## config.mk

```make
export PLATFORM = sky130hd
export DESIGN_NAME = load_store_unit
export DESIGN_NICKNAME = d
export VERILOG_FILES = /design/src/rtl/load_store_unit.sv
export SDC_FILE = /design/constraint.sdc
export NUM_CORES = 1
export LEC_CHECK = 0
export BUFFER_PORTS_ARGS = -buffer_cell sky130_fd_sc_hd__buf_2
export CAP_MARGIN = 20
export CORE_ASPECT_RATIO = 0.6
export CORE_MARGIN = 3
export CORE_UTILIZATION = 48
export CTS_BUF_LIST = sky130_fd_sc_hd__clkbuf_4 sky130_fd_sc_hd__clkbuf_8
export CTS_CLUSTER_DIAMETER = 200
export CTS_CLUSTER_SIZE = 30
export DETAILED_ROUTE_END_ITERATION = 7
export GPL_ROUTABILITY_DRIVEN = 0
export PLACE_DENSITY = 0.9
export REMOVE_ABC_BUFFERS = 1
export SYNTH_ARGS = -nofsm -noshare
export SYNTH_HDL_FRONTEND = slang
export SYNTH_SLANG_ARGS = --single-unit
export TNS_END_PERCENT = 30
```

## constraint.sdc

```tcl
create_clock -name clk -period 2.91 [get_ports clk]
set_input_delay 0 -clock clk [delete_from_list [all_inputs] [get_ports clk]]
set_output_delay 0 -clock clk [all_outputs]
set_load 0.01 [all_outputs]
```

## src/rtl/load_store_unit.sv

```systemverilog
// Byte/half/word load-store front end for a word-only data memory.
// Sub-word stores are read-modify-write; loads are lane-extracted and extended.
module load_store_unit #(
    parameter int ADDRSIZE = 5,
    parameter int WORDSIZE = 32
) (
    input  logic                clk,
    input  logic                reset,
    input  logic                req_valid,
    output logic                req_ready,
    input  logic                req_write,
    input  logic [2:0]          req_funct3,
    input  logic [31:0]         req_addr,
    input  logic [31:0]         req_wdata,
    output logic                resp_valid,
    input  logic                resp_ready,
    output logic [31:0]         resp_rdata,
    output logic                resp_err,
    output logic                mem_read,
    output logic                mem_write,
    output logic [ADDRSIZE-1:0] mem_addr,
    output logic [31:0]         mem_wdata,
    input  logic [31:0]         mem_rdata
);

    typedef enum logic [2:0] {
        S_IDLE,
        S_RD,
        S_WR,
        S_RMW,
        S_RESP
    } state_t;

    state_t                r_state;
    logic                  r_write;
    logic [2:0]            r_funct3;
    logic [31:0]           r_addr;
    logic [31:0]           r_wdata;
    logic                  r_resp_valid;
    logic [31:0]           r_resp_rdata;
    logic                  r_resp_err;
    logic                  r_mem_read;
    logic                  r_mem_write;
    logic [ADDRSIZE-1:0]   r_mem_addr;
    logic [31:0]           r_mem_wdata;

    logic                  w_err;
    logic                  w_is_sw;
    logic [31:0]           w_load;
    logic [31:0]           w_merge;

    function automatic logic f_err(
        input logic        wr,
        input logic [2:0]  f3,
        input logic [31:0] a
    );
        logic illegal;
        logic mis;
        logic oor;
        if (wr)
            illegal = (f3 > 3'b010);
        else
            illegal = (f3 == 3'b011) || (f3[2:1] == 2'b11);
        mis = ((f3[1:0] == 2'b01) && a[0])
           || ((f3[1:0] == 2'b10) && (a[1:0] != 2'b00));
        oor = |a[31:ADDRSIZE+2];
        return illegal || mis || oor;
    endfunction

    function automatic logic [31:0] f_extract(
        input logic [2:0]  f3,
        input logic [1:0]  a,
        input logic [31:0] w
    );
        logic [7:0]  b;
        logic [15:0] h;
        logic [31:0] res;
        b = w[{a, 3'b000} +: 8];
        h = a[1] ? w[31:16] : w[15:0];
        unique case (f3)
            3'b000:  res = {{24{b[7]}}, b};
            3'b001:  res = {{16{h[15]}}, h};
            3'b100:  res = {24'd0, b};
            3'b101:  res = {16'd0, h};
            default: res = w;
        endcase
        return res;
    endfunction

    function automatic logic [31:0] f_merge(
        input logic [2:0]  f3,
        input logic [1:0]  a,
        input logic [31:0] w,
        input logic [31:0] d
    );
        logic [31:0] res;
        res = w;
        if (f3[0])
            res[{a[1], 4'b0000} +: 16] = d[15:0];
        else
            res[{a, 3'b000} +: 8] = d[7:0];
        return res;
    endfunction

    assign w_err   = f_err(req_write, req_funct3, req_addr);
    assign w_is_sw = req_write && (req_funct3 == 3'b010);
    assign w_load  = f_extract(r_funct3, r_addr[1:0], mem_rdata);
    assign w_merge = f_merge(r_funct3, r_addr[1:0], mem_rdata, r_wdata);

    always_ff @(posedge clk or negedge reset) begin
        if (!reset) begin
            r_state      <= S_IDLE;
            r_write      <= 1'b0;
            r_funct3     <= 3'd0;
            r_addr       <= 32'd0;
            r_wdata      <= 32'd0;
            r_resp_valid <= 1'b0;
            r_resp_rdata <= 32'd0;
            r_resp_err   <= 1'b0;
            r_mem_read   <= 1'b0;
            r_mem_write  <= 1'b0;
            r_mem_addr   <= '0;
            r_mem_wdata  <= 32'd0;
        end else begin
            unique case (r_state)
                S_IDLE: begin
                    if (req_valid) begin
                        r_write      <= req_write;
                        r_funct3     <= req_funct3;
                        r_addr       <= req_addr;
                        r_wdata      <= req_wdata;
                        r_mem_addr   <= req_addr[ADDRSIZE+1:2];
                        r_resp_rdata <= 32'd0;
                        if (w_err) begin
                            r_resp_valid <= 1'b1;
                            r_resp_err   <= 1'b1;
                            r_state      <= S_RESP;
                        end else if (w_is_sw) begin
                            r_mem_write <= 1'b1;
                            r_mem_wdata <= req_wdata;
                            r_state     <= S_WR;
                        end else begin
                            r_mem_read <= 1'b1;
                            r_state    <= S_RD;
                        end
                    end
                end
                S_RD: begin
                    r_mem_read <= 1'b0;
                    if (r_write) begin
                        // Sub-word store: splice the new lane into the word just read
                        r_mem_wdata <= w_merge;
                        r_mem_write <= 1'b1;
                        r_state     <= S_RMW;
                    end else begin
                        r_resp_rdata <= w_load;
                        r_resp_valid <= 1'b1;
                        r_state      <= S_RESP;
                    end
                end
                S_WR, S_RMW: begin
                    r_mem_write  <= 1'b0;
                    r_resp_valid <= 1'b1;
                    r_state      <= S_RESP;
                end
                S_RESP: begin
                    if (resp_ready) begin
                        r_resp_valid <= 1'b0;
                        r_resp_err   <= 1'b0;
                        r_resp_rdata <= 32'd0;
                        r_state      <= S_IDLE;
                    end
                end
                default: begin
                    r_mem_read   <= 1'b0;
                    r_mem_write  <= 1'b0;
                    r_resp_valid <= 1'b0;
                    r_state      <= S_IDLE;
                end
            endcase
        end
    end

    assign req_ready  = (r_state == S_IDLE);
    assign resp_valid = r_resp_valid;
    assign resp_rdata = r_resp_rdata;
    assign resp_err   = r_resp_err;
    assign mem_read   = r_mem_read;
    assign mem_write  = r_mem_write;
    assign mem_addr   = r_mem_addr;
    assign mem_wdata  = r_mem_wdata;

endmodule
```

==> flow_summary.yaml <==
timing:
  fin_crit_sh: 0.922
  finalWorstSetupSlack_ns: 0.227
  fmax_mhz: 373
  drv_slew: 0
  finalCriticalPeriod_ns: 2.68
  slew_headroom: 0.194
  finalHoldViolCount: 0
  setup_viol: 0
  finalClockSkew_ns: 0.0121
  tightest_slew_ns: 1.20
  rsz0062_at_grt: "false"
yosys:
  synth_area_um2: 5780
  synth_flop_cell: "dfrtp_1"
  syn_inst: 521
  synth.distinct_cells: 44
  syn_area_per_cell_um2: 11.1
  synth_edf_count: 0
  ys_warn_count: 0
  synth.area.top_cells: "dfrtp_1, mux2_4, a22o_1"
  ys_ff_latch: 98
  synth_top_area_frac: 0.424
  synth-seq-area-share: 0.424
  async_reset_ff_frac: 1.00
  yosysTopAreaCell: "dfrtp_1"
critical_path:
  timing.rr.end: "mem_wdata[28]"
  path_buf_inv: 3
  cp-start-kind: "input pin"
  worst-r2r-cell-count: 6
  crit_path_end_kind: "register"
  critPathRequiredTime_ns: 3.17
  crit_family: "buffers and inverters"
  critPathMaxFanout: 18
  worstPathArrival_ns: 2.94
  crit_path_top_delay_cell: "or4_4"
  reg2reg_from: "r_addr[0]"
  cpPeakStageDelay_ns: 0.58
  crit_type: "input pin to register"
  r2r_slack_ns: 0.25
  crit_chain: "dlygate4sd3_1 > buf_2 > a211oi_1 > nand4_1 > or4_4 > a2111o_2 > buf_4 > mux2_4"
clock_tree:
  cts_resized: 0
  htree_levels: 3
  clockBufferDepth: 2
  clkSinkCount: 98
  postCtsHoldBufs: 59
  cts_tree: "built"
  post_cts_buffers: 0
  cts_made_buffers: 9
  cts_root_buf: "clkbuf_8"
  path_clk_slew_ns: 0.09
  clock_latency_ns: 0.37
global_routing:
  grt_max_degree: 65
  grt_overflow_total: 0
  grt_pass1_vias: 5559
  grt_usage: 0.285
  antenna_found_initial: 1
  grt_pass1_wl_um: 30400
placement:
  pre_cts_slack_ns: 0.320
  portBuffers: 177
  dp_hpwl_um: 13100
final_layout:
  final_nets: 852
  fill_cells: 889
  mostFrequentLayoutCell: "buf_2"
  areaGrowthSynthToFinish_pct: 31.9
  antenna_cells: 0
  drive_gt1_frac: 0.373
  most-common-layout-cells: "buf_2, dfrtp_1, dlygate4sd3_1, a22o_1, a21oi_1"
floorplanning:
  fp-row-count: 30
  die_area_um2: 13400
  die_h_um: 91.0
  fp.coreArea_um2: 11500
  die_w_um: 148
  initial_core_util: 0.502
  io_pins: 178
pwr:
  switching_share: 0.356
  ir_drop_v: 0.000305
  p_per_area_nw_per_um2: 497
  switchingPower_uw: 1350
  p_leak_uw: 0.00379
  pwr-share-clk: 0.239
  p_seq_frac: 0.433
  p_comb_frac: 0.328
  total_power_uw: 3790
  p_int_uw: 2440
routing:
  via_count: 5488
  drc: 0
  wl_per_cell_um: 21.1
  vias_per_cell: 6.04
  dr.pass1.iters: 6
  antenna_left: 0
  drt_iter0_markers: 407
  routed_wl_um: 19200
flow_run:
  cap_viol_max_count: 0
hold_path:
  hp-class: "input pin to register"
  hp-start: "req_wdata[16]"
  worstHoldEndpoint: "mem_wdata[16]"
  min_delay_path_depth: 3
status:
  status: "complete, no violations"
[per-layer routing]
metal | vias up | GRT usage | part of all wire
met5 | - | 0 | 0.00047
met4 | 2 | 0.0705 | 0.0095
met3 | 21 | 0.0858 | 0.12
met2 | 326 | 0.444 | 0.46
met1 | 2678 | 0.393 | 0.41
li1 | 2461 | - | -
[metrics by stage]
| step | util | setup TNS (ns) | instances | instance area, µm² | hold slack (ns) |
|---|---|---|---|---|---|
| final | 0.661 | 0 | 908 | 7620 | 0.0152 |
| after global routing | 0.661 | 0 | 908 | 7620 | 0.00207 |
| after CTS | 0.661 | 0 | 907 | 7620 | 0.000577 |
| after detailed placement | 0.593 | 0 | 832 | 6830 | 0.110 |
| after global placement | 0.593 | 0 | 832 | 6830 | 0.109 |
| after floorplan | - | -27.69 | 478 | 5580 | -0.296 |
[power by group through the flow]
stage / Clock [µW] / Sequential, µW / Combinational, µW
3_5_place_dp: 0 / 1650 / 1150
3_3_place_gp: 0 / 1640 / 1100
2_1_floorplan: 0 / 1710 / 619
6_report: 906 / 1640 / 1240
4_1_cts: 919 / 1630 / 1220
5_1_grt: 973 / 1650 / 1340
[registers in the layout, summed over array words and instances (netlist names)]
| register | flops |
|---|---|
| mem_wdata | 32 |
| r_write | 1 |
| r_funct3 | 3 |
| resp_valid | 1 |
| mem_read | 1 |
| mem_addr | 5 |
| resp_err | 1 |
| mem_write | 1 |
| r_state | 3 |
| r_wdata | 16 |
| resp_rdata | 32 |
| r_addr | 2 |
[layout make-up]
type / instances / area [µm²] / share of cell area
Multi-Input combinational cell: 369 / 3100 / 0.407
Sequential cell: 98 / 2450 / 0.322
Timing Repair Buffer: 254 / 1620 / 0.213
Tap cell: 160 / 200 / 0.0263
Clock buffer: 11 / 145 / 0.0190
Clock inverter: 5 / 53.8 / 0.00706
Inverter: 11 / 41.3 / 0.00542
[logic make-up (layout without fill, tap and decap cells)]
family | count (synthesis) | in the layout | synth area share
AOI/OAI and AO/OA | 182 | 182 | 0.248
adders and majority gates | 5 | 5 | 0.0108
and+or+nand+nor | 91 | 91 | 0.0857
muxes | 91 | 91 | 0.189
buffers and inverters | 54 | 281 | 0.0424
DFF | 98 | 98 | 0.424
[Yosys cell counts, drive strengths merged (2+ instances only)]
master	instances
inv	9
a31oi	2
o21ai	14
mux2i	34
nor3	4
nor4	6
o2111ai	2
a211oi	9
nor2	15
a22o	49
a211o	7
and2	2
clkinv	2
clkbuf	33
a221o	32
o221ai	7
buf	10
a21oi	37
nor2b	9
nand2b	28
a32o	8
nand4	3
nand2	18
mux2	57
dfrtp	98
or4	2
ha	5
o2bb2ai	7
[worst max-delay path by stage]
| stage | endpoint | from | slack, ns | cells after the start |
|---|---|---|---|---|
| after detailed placement | mem_wdata[16] | r_addr[0] | 0.32 | 7 |
| after floorplan | mem_wdata[3] | r_addr[1] | -0.80 | 6 |
| after CTS | mem_wdata[29] | req_write | 0.22 | 8 |
| after global placement | mem_wdata[13] | req_write | 0.39 | 7 |
| after global routing | mem_wdata[29] | req_write | 0.03 | 8 |
| final | mem_wdata[22] | req_write | 0.23 | 8 |
[worst min-delay path, delay by kind of cell]
| kind | cells | cell delay [ns] |
|---|---|---|
| muxes | 1 | 0.13 |
| buffers and inverters | 1 | 0.09 |
| AOI/OAI and AO/OA | 1 | 0.13 |
(Power assumes the default switching activity.)
